## src/rtl/code_entry.sv

```systemverilog
// Four-button combination lock: debounced button releases are collected as a
// four-digit entry, compared with CODE, and the verdict is held on o_input_states.
module code_entry #(
    parameter int         DEBOUNCE_LIMIT = 250000,
    parameter logic [7:0] CODE           = 8'b11100100,
    parameter int         HOLD_CYCLES    = 25000000,
    parameter int         TIMEOUT_CYCLES = 125000000
) (
    input  logic       i_Clk,
    input  logic       i_Reset,
    input  logic       i_Switch_1,
    input  logic       i_Switch_2,
    input  logic       i_Switch_3,
    input  logic       i_Switch_4,
    output logic [1:0] o_input_states
);

    localparam int DB_W   = (DEBOUNCE_LIMIT > 1) ? $clog2(DEBOUNCE_LIMIT) : 1;
    localparam int HOLD_W = (HOLD_CYCLES > 1)    ? $clog2(HOLD_CYCLES)    : 1;
    localparam int IDLE_W = (TIMEOUT_CYCLES > 1) ? $clog2(TIMEOUT_CYCLES) : 1;

    localparam logic [DB_W-1:0]   DB_LAST   = DB_W'(DEBOUNCE_LIMIT - 1);
    localparam logic [HOLD_W-1:0] HOLD_LAST = HOLD_W'(HOLD_CYCLES - 1);
    localparam logic [IDLE_W-1:0] IDLE_LAST = IDLE_W'(TIMEOUT_CYCLES - 1);

    localparam logic [1:0] STATUS_IDLE  = 2'd0;
    localparam logic [1:0] STATUS_ENTRY = 2'd1;
    localparam logic [1:0] STATUS_BAD   = 2'd2;
    localparam logic [1:0] STATUS_GOOD  = 2'd3;

    typedef enum logic [1:0] {
        ST_IDLE,
        ST_ENTRY,
        ST_RESULT
    } state_t;

    logic [3:0]            sw_raw;
    logic [3:0]            sync_meta;
    logic [3:0]            sync_q;
    logic [3:0]            db_level;
    logic [3:0]            db_level_d;
    logic [3:0][DB_W-1:0]  db_cnt;
    logic [3:0]            press;
    logic                  press_any;
    logic [1:0]            press_digit;
    logic                  code_match;

    state_t                state;
    logic [2:0]            digit_cnt;
    logic [3:0][1:0]       digits;
    logic [HOLD_W-1:0]     hold_cnt;
    logic [IDLE_W-1:0]     idle_cnt;

    assign sw_raw = {i_Switch_4, i_Switch_3, i_Switch_2, i_Switch_1};

    // NOTE: sequential state uses non-blocking assignments so every flop samples pre-edge values.
    always_ff @(posedge i_Clk or posedge i_Reset) begin
        if (i_Reset) begin
            sync_meta <= '0;
            sync_q    <= '0;
        end else begin
            sync_meta <= sw_raw;
            sync_q    <= sync_meta;
        end
    end

    always_ff @(posedge i_Clk or posedge i_Reset) begin
        if (i_Reset) begin
            db_cnt     <= '0;
            db_level   <= '0;
            db_level_d <= '0;
        end else begin
            db_level_d <= db_level;
            for (int i = 0; i < 4; i++) begin
                if (sync_q[i] == db_level[i]) begin
                    db_cnt[i] <= '0;
                end else if (db_cnt[i] == DB_LAST) begin
                    db_level[i] <= sync_q[i];
                    db_cnt[i]   <= '0;
                end else begin
                    db_cnt[i] <= db_cnt[i] + DB_W'(1);
                end
            end
        end
    end

    // A press is the debounced release of a button, one cycle wide.
    assign press     = db_level_d & ~db_level;
    assign press_any = |press;

    // NOTE: defaults first so every path assigns press_digit and no latch is inferred.
    always_comb begin
        press_digit = 2'd0;
        if (press[0])      press_digit = 2'd0;
        else if (press[1]) press_digit = 2'd1;
        else if (press[2]) press_digit = 2'd2;
        else if (press[3]) press_digit = 2'd3;
    end

    // First three digits come from storage; the fourth is the one arriving now.
    assign code_match = ({press_digit, digits[2], digits[1], digits[0]} == CODE);

    // NOTE: the stored digits are ordinary flops and are cleared on reset, so an
    // interrupted entry can never leak old digits into the next comparison.
    always_ff @(posedge i_Clk or posedge i_Reset) begin
        if (i_Reset) begin
            state          <= ST_IDLE;
            digit_cnt      <= '0;
            digits         <= '0;
            hold_cnt       <= '0;
            idle_cnt       <= '0;
            o_input_states <= STATUS_IDLE;
        end else begin
            case (state)
                ST_IDLE: begin
                    if (press_any) begin
                        digits[0]      <= press_digit;
                        digit_cnt      <= 3'd1;
                        idle_cnt       <= '0;
                        state          <= ST_ENTRY;
                        o_input_states <= STATUS_ENTRY;
                    end
                end
                ST_ENTRY: begin
                    if (press_any) begin
                        digits[digit_cnt[1:0]] <= press_digit;
                        digit_cnt              <= digit_cnt + 3'd1;
                        idle_cnt               <= '0;
                        if (digit_cnt == 3'd3) begin
                            hold_cnt       <= '0;
                            state          <= ST_RESULT;
                            o_input_states <= code_match ? STATUS_GOOD : STATUS_BAD;
                        end
                    end else if (idle_cnt == IDLE_LAST) begin
                        digit_cnt      <= '0;
                        idle_cnt       <= '0;
                        state          <= ST_IDLE;
                        o_input_states <= STATUS_IDLE;
                    end else if (idle_cnt != '1) begin
                        idle_cnt <= idle_cnt + IDLE_W'(1);
                    end
                end
                ST_RESULT: begin
                    // Presses here are dropped; returning to IDLE guarantees a 0 gap.
                    if (hold_cnt == HOLD_LAST) begin
                        digit_cnt      <= '0;
                        hold_cnt       <= '0;
                        state          <= ST_IDLE;
                        o_input_states <= STATUS_IDLE;
                    end else if (hold_cnt != '1) begin
                        hold_cnt <= hold_cnt + HOLD_W'(1);
                    end
                end
                default: begin
                    digit_cnt      <= '0;
                    state          <= ST_IDLE;
                    o_input_states <= STATUS_IDLE;
                end
            endcase
        end
    end

endmodule

```

## config.mk

```make
export PLATFORM = sky130hd
export DESIGN_NAME = code_entry
export DESIGN_NICKNAME = d
export VERILOG_FILES = /design/src/rtl/code_entry.sv
export SDC_FILE = /design/constraint.sdc
export NUM_CORES = 1
export LEC_CHECK = 0
export ABC_AREA = 0
export ABC_CLOCK_PERIOD_IN_PS = 4700
export CORE_MARGIN = 5
export CORE_UTILIZATION = 30
export CTS_CLUSTER_SIZE = 20
export DETAILED_ROUTE_END_ITERATION = 8
export GPL_TIMING_DRIVEN = 0
export PLACE_DENSITY = 0.43
export SYNTH_ARGS = -nofsm -noshare
export SYNTH_HDL_FRONTEND = slang
export SYNTH_SLANG_ARGS = --single-unit
```

## constraint.sdc

```tcl
create_clock -name i_Clk -period 4.7 [get_ports i_Clk]
set_input_delay 0.94 -clock i_Clk [delete_from_list [all_inputs] [get_ports i_Clk]]
set_output_delay 0.94 -clock i_Clk [all_outputs]
set_load 0.01 [all_outputs]
```

; After elaboration in Yosys (flattened, before gate mapping)
; Cells that the tools add are included.
[op_classes]
addsub = 7
n_lt_le_gt_ge = 2
n_eq_ne = 24
mux = 43
bitwise_logic = 6
reduce_logical = 15
[ops]
columns = operator, count
row1 = two-way mux 18 bit, 8
row2 = two-way mux 27 bit, 4
row3 = two-way mux 25 bit, 4
row4 = adder 18 x 1 -> 18 bit (second input constant), 4
row5 = == test 18 bit (second input constant), 4
row6 = case mux 27 bit (2 select lines), 1
row7 = case mux 25 bit (2 select lines), 1
row8 = two-way mux 2 bit, 14
row9 = adder 27 x 1 -> 27 bit (second input constant), 1
row10 = == test 27 bit (second input constant), 1
row11 = != test 27 bit (second input constant), 1
row12 = adder 25 x 1 -> 25 bit (second input constant), 1
row13 = == test 25 bit (second input constant), 1
row14 = != test 25 bit (second input constant), 1
row15 = two-way mux 3 bit, 4
row16 = case mux 2 bit (3 select lines), 2
row17 = AND reduction 2 bit, 5
row18 = != test 3 bit (second input constant), 3
row19 = case mux 3 bit (3 select lines), 1
row20 = AND reduction 3 bit, 3
row21 = bitwise mux 8 bit, 1
row22 = == test 8 bit (second input constant), 1
row23 = != test 2 bit (second input constant), 4
row24 = AND reduction 4 bit, 2
row25 = other kinds (18), 25
[word_totals]
ff_bits = 155
inputBits = 6
output_inout_bits = 2

; Longest topological paths before layout
; Gate-level depths: netlist of the first run.
[depth]
word_depth = 11
depth_mapped = 8

; Least setup slack after synthesis of the first run
; Ideal clock, no wire load.
[synth_path]
kind = register to register
from = reg idle_cnt[0]
to = reg idle_cnt[16]
setup_time_ns = 0.121
t_arrival_ns = 1.916
t_required_ns = 4.579
path_slack_ns = 2.663
path_stages_with_launch = 6
cell_sequence = dfrtp_1 -> ha_1 -> nand4_2 -> or4_4 -> or4_1 -> and4b_1
[synth_via]
elab_chain_len = 5
elab_cells_between_ends = 9
[synth_rtl]
columns = item, line_no
row1 = start: declaration, 52  ; logic [IDLE_W-1:0] idle_cnt;
row2 = start signal: assignment, 140  ; idle_cnt <= idle_cnt + IDLE_W'(1);
row3 = adder 27 x 1 -> 27 bit, 140
row4 = two-way mux 27 bit, 139  ; end else if (idle_cnt != '1) begin
row5 = two-way mux 27 bit, 134  ; end else if (idle_cnt == IDLE_LAST) begin
row6 = two-way mux 27 bit, 125  ; if (press_any) begin
row7 = case mux 27 bit (2 select lines), 114  ; case (state)
; Several ways; a longest one is shown, not always the timed one. The select of a mux whose other input is x is not followed.
; A chain may end at the register's enable or synchronous reset.

; Final worst setup path of the first run
[layout_path]
from = reg hold_cnt[0]
to = reg hold_cnt[9]
[layout_via]
elab_chain_len = 4
elab_cells_between_ends = 8
[layout_rtl]
columns = item, line_no
row1 = start: declaration, 51  ; logic [HOLD_W-1:0] hold_cnt;
row2 = start signal: assignment, 151  ; hold_cnt <= hold_cnt + HOLD_W'(1);
row3 = adder 25 x 1 -> 25 bit, 151
row4 = two-way mux 25 bit, 150  ; end else if (hold_cnt != '1) begin
row5 = two-way mux 25 bit, 145  ; if (hold_cnt == HOLD_LAST) begin
row6 = case mux 25 bit (2 select lines), 114
; Several ways; a longest one is shown, not always the timed one. The select of a mux whose other input is x is not followed.

==> flow_summary.json, run 1 <==
{
  "run_status": "finished, final reports clean",
  "vias": 5959,
  "overflow": 0,
  "hpwlAfterDp_mm": 12.2,
  "hp-start": "sync_meta[2]$_DFF_PP0_",
  "synth_warnings": 0,
  "syn_avg_cell_area_sq_um": 9.78,
  "gp_congestion": 0.753,
  "clk_path_buf_depth": 2,
  "final_max_slew_viol_count": 0,
  "grt_antenna_before_repair": 0,
  "ys_types": 67,
  "r2r-start": "hold_cnt[0]$_DFFE_PP0P_",
  "grt_start_max_net_pins": 39,
  "cts_max_level": 4,
  "setup_viol": 0,
  "routed_wl_mm": 17.5,
  "end_kind": "flip-flop",
  "netlist_instances": 803,
  "clock_sinks": 152,
  "cts-root-buf": "clkbuf_16",
  "ys_seq_area_share_pct": 48.4,
  "p_leak_uw": 0.00378,
  "core_sq_mm": 0.0259,
  "hold_path.class": "flip-flop to flip-flop",
  "cp.arrival_ns": 2.83,
  "synth_edf_count": 0,
  "slowest_stage": "clkbuf_1",
  "async_flop_share_pct": 100,
  "cts_tree": "built",
  "vias_per_cell": 5.05,
  "clk_latency_ns": 0.42,
  "drive_gt1_share_pct": 9.22,
  "path_clk_slew_ns": 0.06,
  "clock_skew_ns": 0.0106,
  "netlist_area_sq_mm": 0.00785,
  "crit_type": "flip-flop to flip-flop",
  "cts_setup_buffers": 0,
  "grt_pass1_wl_mm": 30.5,
  "start_util_pct": 30.3,
  "drtIter0Drc": 283,
  "synth_nets": 820,
  "slew_headroom_pct": 57.3,
  "nNetsFinal": 850,
  "max_stage_delay_ns": 0.55,
  "drcViolationCount": 0,
  "cts_resized": 0,
  "avgRoutedWirePerCell_um": 14.8,
  "min_period_over_period_pct": 53.8,
  "holdBufCountCts": 0,
  "dieArea_sq_mm": 0.0295,
  "grt_pass1_vias": 5984,
  "hold_viol": 0,
  "fmaxAchievable_mhz": 396,
  "portBuffers": 7,
  "min_period_ns": 2.53,
  "pin_count": 8,
  "syn_to_final_growth_pct": 15.5,
  "p_per_area_mw_per_mm2": 319,
  "critPathMaxFanout": 10,
  "die_y_um": 172,
  "die_x_um": 172,
  "rsz0062_at_grt": "false",
  "row_count": 59,
  "final_antenna_net_count": 0,
  "drtPass1Iterations": 4,
  "dp_cells": 1149,
  "final_cells": 1181,
  "required_ns": 5.01,
  "crit_start": "hold_cnt[0]$_DFFE_PP0P_",
  "worstSetupStartpointType": "flip-flop",
  "worst_pin_slew_ns": 0.640,
  "vdd_drop_max_uv": 158,
  "diodes": 0,
  "grt_use_total_pct": 12.6,
  "drv_cap": 0,
  "cp_cell_sequence": "ha_1 -> and4_1 -> nand3_1 -> o31ai_2 -> clkbuf_1 -> nor3_1 -> a211o_1",
  "cts_inserted_buffers": 17,
  "synth_flop_cell": "dfrtp_1",
  "ys_ff_latch": 152,
  "tns_ns": 0
}
cell usage in the layout, fill, tap and decap left out, types with 12 or more instances in the layout:
master and count:
a211o_1 12, xnor2_1 47, dfrtp_1 152, nand3_1 42
a21oi_1 32, o21ai_0 21, nor2_1 100, and3_1 29
clkbuf_16 17, o31ai_1 18, nor3_1 28, and4_1 14
inv_1 24, nand4_1 22, xor2_1 21, or4_1 23
nor4_1 20, nand2_1 58
state kept, by name, indices dropped and copies added, names as in the netlist:
signal and cells:
db_cnt 72, idle_cnt 27, hold_cnt 25, digits 6, db_level 4, db_level_d 4, sync_meta 4, sync_q 4
digit_cnt 3, o_input_states 2, state 1
final timing paths:
check                                     endpoint  slack, ns  cells after the start
max                        hold_cnt[9]$_DFFE_PP0P_       2.17                      7
min                            sync_q[2]$_DFF_PP0_       0.35                      0
max reg2reg                hold_cnt[9]$_DFFE_PP0P_       2.17                      7
min reg2reg                    sync_q[2]$_DFF_PP0_       0.35                      0
max in group asynchronous  db_level_d[0]$_DFF_PP0_       2.97                      4
min in group asynchronous  hold_cnt[9]$_DFFE_PP0P_       0.90                      2
synthesized netlist by cell type (all sizes together), types with 2 or more instances:
cell type	n	area [sq um]
o22ai	3	18.8
a31oi	4	25.0
a211o	12	105
nand3	44	230
a32oi	2	17.5
and2	4	25.0
or2	2	12.5
inv	25	93.8
and4	15	134
mux2	8	90.1
o21ai	24	120
nor4	20	125
a21o	4	30.0
nor2	100	375
clkbuf	10	37.5
o21a	3	22.5
buf	16	95.1
a21oi	32	160
nand4	24	171
nand2b	9	56.3
dfrtp	152	3800
xor2	21	184
a211oi	2	20.0
or4	25	195
nor4b	7	76.3
nor2b	3	18.8
nand2	58	218
nor3	29	150
o31ai	21	190
o31a	2	17.5
o211ai	3	22.5
nand3b	4	30.0
ha	11	138
xnor2	47	412
or3	11	68.8
and3	29	181
where the power goes:
part	internal [uW]	total (uW)	switching (uW)
Clock	924	1500	572
Sequential	1320	1330	8.83
Combinational	21.3	65.6	44.4
Total	2270	2890	625
layer usage:
layer | share of wire [%] | GRT usage [%] | vias to the layer above
li1 | - | - | 2986
met1 | 51 | 17.7 | 2906
met2 | 46 | 20.1 | 48
met3 | 1.9 | 2.41 | 19
met4 | 1.1 | 3.28 | 0
met5 | 0 | 0 | -
per-stage QoR:
step	worst slack, ns	power (uW)	area [sq um]	utilization (%)	hold WS [ns]
after floorplan	1.84	1390	7860	-	0.331
after detailed placement	2.16	1420	8430	32.5	0.336
after global placement	0.252	1420	8350	32.2	0.333
final	2.17	2890	9070	35.0	0.349
after CTS	2.15	2950	9070	35.0	0.350
after global routing	1.96	3000	9070	35.0	0.352
kinds of logic (layout without fill, tap and decap cells):
logic type / Yosys count / count (layout) / synth area share, %
fa+ha+maj: 11 / 11 / 1.75
simple gates: 388 / 388 / 26.8
flops: 152 / 152 / 48.4
xor+xnor: 68 / 68 / 7.58
compound gates: 124 / 124 / 11.2
buf+inv: 51 / 94 / 2.88
mux: 9 / 9 / 1.27
cell type report:
cell class | count | area (sq um)
fill | 2645 | 16800
sequential | 152 | 3800
tap | 335 | 419
clock buffer | 19 | 453
timing repair buffer | 11 | 150
multi-input combinational | 600 | 3820
inverter | 25 | 97.6
buffer | 26 | 133
clock inverter | 13 | 191
critical path, delay by kind of cell (launching register included):
| kind | cells | cell delay (ns) |
|---|---|---|
| DFF | 1 | 0.39 |
| and+or+nand+nor | 3 | 0.57 |
| AOI/OAI and AO/OA | 2 | 0.65 |
| buffers and inverters | 1 | 0.55 |
| adders and majority gates | 1 | 0.25 |
Power figures use the tool's default switching activity.
==> inputs of run 2 (changes only) <==
--- a/config.mk
+++ b/config.mk
@@ -6,13 +6,13 @@
 export NUM_CORES = 1
 export LEC_CHECK = 0
 export ABC_AREA = 0
-export ABC_CLOCK_PERIOD_IN_PS = 4700
+export ABC_CLOCK_PERIOD_IN_PS = 2500
 export CORE_MARGIN = 5
 export CORE_UTILIZATION = 30
 export CTS_CLUSTER_SIZE = 20
 export DETAILED_ROUTE_END_ITERATION = 8
 export GPL_TIMING_DRIVEN = 0
-export PLACE_DENSITY = 0.43
+export PLACE_DENSITY = 0.41
 export SYNTH_ARGS = -nofsm -noshare
 export SYNTH_HDL_FRONTEND = slang
 export SYNTH_SLANG_ARGS = --single-unit
==> constraint.sdc (replaced) <==
create_clock -name i_Clk -period 2.5 [get_ports i_Clk]
set_input_delay 0.5 -clock i_Clk [delete_from_list [all_inputs] [get_ports i_Clk]]
set_output_delay 0.5 -clock i_Clk [all_outputs]
set_load 0.01 [all_outputs]
==> run 2 against run 1 <==
Effect of this change:
- sequential share of layout area decreased by 0.12 points
- critical path depth unchanged
- clock power increased by 77%
- sequential power increased by 88%
- first-iteration DRC count increased by 22%
- cell count increased by 0.42%
- power increased by 83%
- die area unchanged
- non-clock buffer count increased by 5
- combinational power increased by 98%
- highest routed layer unchanged
- utilization increased by 0.10 points
- flip-flop and latch count unchanged
==> flow_summary.json, run 2 (synthesized netlist as in run 1, its figures left out) <==
{
  "required_ns": 2.80,
  "utilization_pct": 35.1,
  "grt_antenna_before_repair": 0,
  "overflow": 0,
  "worstSetupStartpointType": "flip-flop",
  "clk_latency_ns": 0.42,
  "critPathMaxFanout": 10,
  "syn_to_final_growth_pct": 15.8,
  "gp_congestion": 0.773,
  "core_sq_mm": 0.0259,
  "drive_gt1_share_pct": 10.1,
  "top_register": "db_cnt",
  "pwr-share-clk_pct": 50.3,
  "vias": 6089,
  "die_y_um": 172,
  "cts_max_level": 4,
  "drtIter0Drc": 345,
  "grt_pass1_wl_mm": 31.0,
  "nNetsFinal": 855,
  "vias_per_cell": 5.13,
  "holdBufCountCts": 0,
  "cts_tree": "built",
  "pin_count": 8,
  "p_per_area_mw_per_mm2": 581,
  "rsz0062_at_grt": "true",
  "hold_viol": 0,
  "clock_sinks": 152,
  "min_period_over_period_pct": 94.6,
  "drv_cap": 0,
  "vdd_drop_max_uv": 425,
  "final_cell_mix": "152 x dfrtp_1, 99 x nor2_1, 58 x nand2_1",
  "slew_headroom_pct": 60.6,
  "die_x_um": 172,
  "diodes": 0,
  "cts_inserted_buffers": 17,
  "drtPass1Iterations": 4,
  "routed_wl_mm": 18.0,
  "fmaxAchievable_mhz": 423,
  "seqPwrFrac_pct": 47.3,
  "min_period_ns": 2.36,
  "cp.arrival_ns": 2.66,
  "drcViolationCount": 0,
  "avgRoutedWirePerCell_um": 15.2,
  "end_kind": "flip-flop",
  "swShare_pct": 23.2,
  "hold_path.class": "flip-flop to flip-flop",
  "dieArea_sq_mm": 0.0295,
  "final_max_slew_viol_count": 0,
  "power_uw": 5280,
  "crit_type": "flip-flop to flip-flop",
  "largestRegisters": "db_cnt x72, idle_cnt x27, hold_cnt x25",
  "p_sw_uw": 1220,
  "start_util_pct": 30.3,
  "final_antenna_net_count": 0,
  "setup_viol": 0,
  "worst_pin_slew_ns": 0.591,
  "largest_reg_flops": 72,
  "comb_power_share_pct": 2.5,
  "p_int_uw": 4060,
  "run_status": "finished, final reports clean",
  "cts-root-buf": "clkbuf_16",
  "grt_pass1_vias": 6062,
  "grt_use_total_pct": 12.8,
  "row_count": 59,
  "layout_commonest_cell": "dfrtp_1",
  "clock_skew_ns": 0.0170,
  "clk_path_buf_depth": 2,
  "path_clk_slew_ns": 0.07,
  "p_leak_uw": 0.00381,
  "hpwlAfterDp_mm": 12.8,
  "fill_cells": 2613,
  "grt_start_max_net_pins": 38,
  "portBuffers": 7
}
run 2: changes by cell type in the layout (fill, tap and decap cells not counted), sizes merged:
cell / change
inv: +5
bufinv: -2
buf: +5
clkinvlp: -2
clkinv: -1
run 2: cell type report:
| type | count | area (sq um) | area share [%] |
|---|---|---|---|
| multi-input cells | 600 | 3830 | 42.1 |
| flip-flops and latches | 152 | 3800 | 41.8 |
| repair buffers | 16 | 208 | 2.28 |
| plain buffers | 26 | 139 | 1.53 |
| inverters | 25 | 97.6 | 1.07 |
| well taps | 335 | 419 | 4.61 |
| clock buffers | 19 | 443 | 4.87 |
| clock inverters | 13 | 156 | 1.72 |
run 2: timing repair:
item,CTS,global route
pin swaps,0,2
setup buffers,0,4
setup endpoints to repair,24,41
resized for setup,2,8
run 2: layer usage:
layer / vias to the layer above / GRT usage [%] / part of all wire [%]
met5: - / 0 / 0
met2: 71 / 19.9 / 46
li1: 3000 / - / -
met4: 0 / 3.62 / 0.93
met1: 3005 / 18.3 / 51
met3: 13 / 2.55 / 2.7
run 2: worst paths after layout:
kind | from | end | slack (ns) | cells after the start
setup / recovery | hold_cnt[0]$_DFFE_PP0P_ | hold_cnt[10]$_DFFE_PP0P_ | 0.14 | 7
max in group asynchronous | i_Reset | idle_cnt[21]$_DFFE_PP0P_ | 1.21 | 5
hold / removal | sync_meta[0]$_DFF_PP0_ | sync_q[0]$_DFF_PP0_ | 0.35 | 0
setup reg to reg | hold_cnt[0]$_DFFE_PP0P_ | hold_cnt[10]$_DFFE_PP0P_ | 0.14 | 7
hold reg to reg | sync_meta[0]$_DFF_PP0_ | sync_q[0]$_DFF_PP0_ | 0.35 | 0
min in group asynchronous | i_Reset | db_cnt[15]$_DFF_PP0_ | 0.39 | 2
run 2: critical path, cell delays in order (launching register included):
cell and delay (ns):
dfrtp_1 0.39, ha_1 0.25, and4_1 0.32, nand3_1 0.18
o31ai_2 0.44, buf_2 0.35, nor3_1 0.09, a211o_1 0.23
run 2: per-stage QoR:
step | TNS (ns) | setup WS [ns] | cells | cell area (sq um) | hold WS, ns
2_1_floorplan | 0 | 0.0831 | 803 | 7860 | 0.331
3_3_place_gp | -206.17 | -1.37 | 1145 | 8350 | 0.338
3_5_place_dp | -1.22 | -0.0688 | 1150 | 8450 | 0.338
4_1_cts | 0 | 0.0801 | 1182 | 9060 | 0.353
5_1_grt | -0.0198 | -0.0129 | 1186 | 9100 | 0.373
6_report | 0 | 0.135 | 1186 | 9100 | 0.351
run 2: power groups by stage:
stage / sequential [uW] / combinational (uW) / clock, uW
detailed placement: 2540 / 136 / 0
finish: 2500 / 130 / 2650
global route: 2500 / 153 / 2840
CTS: 2500 / 137 / 2760
floorplan: 2540 / 77.9 / 0
global placement: 2540 / 112 / 0
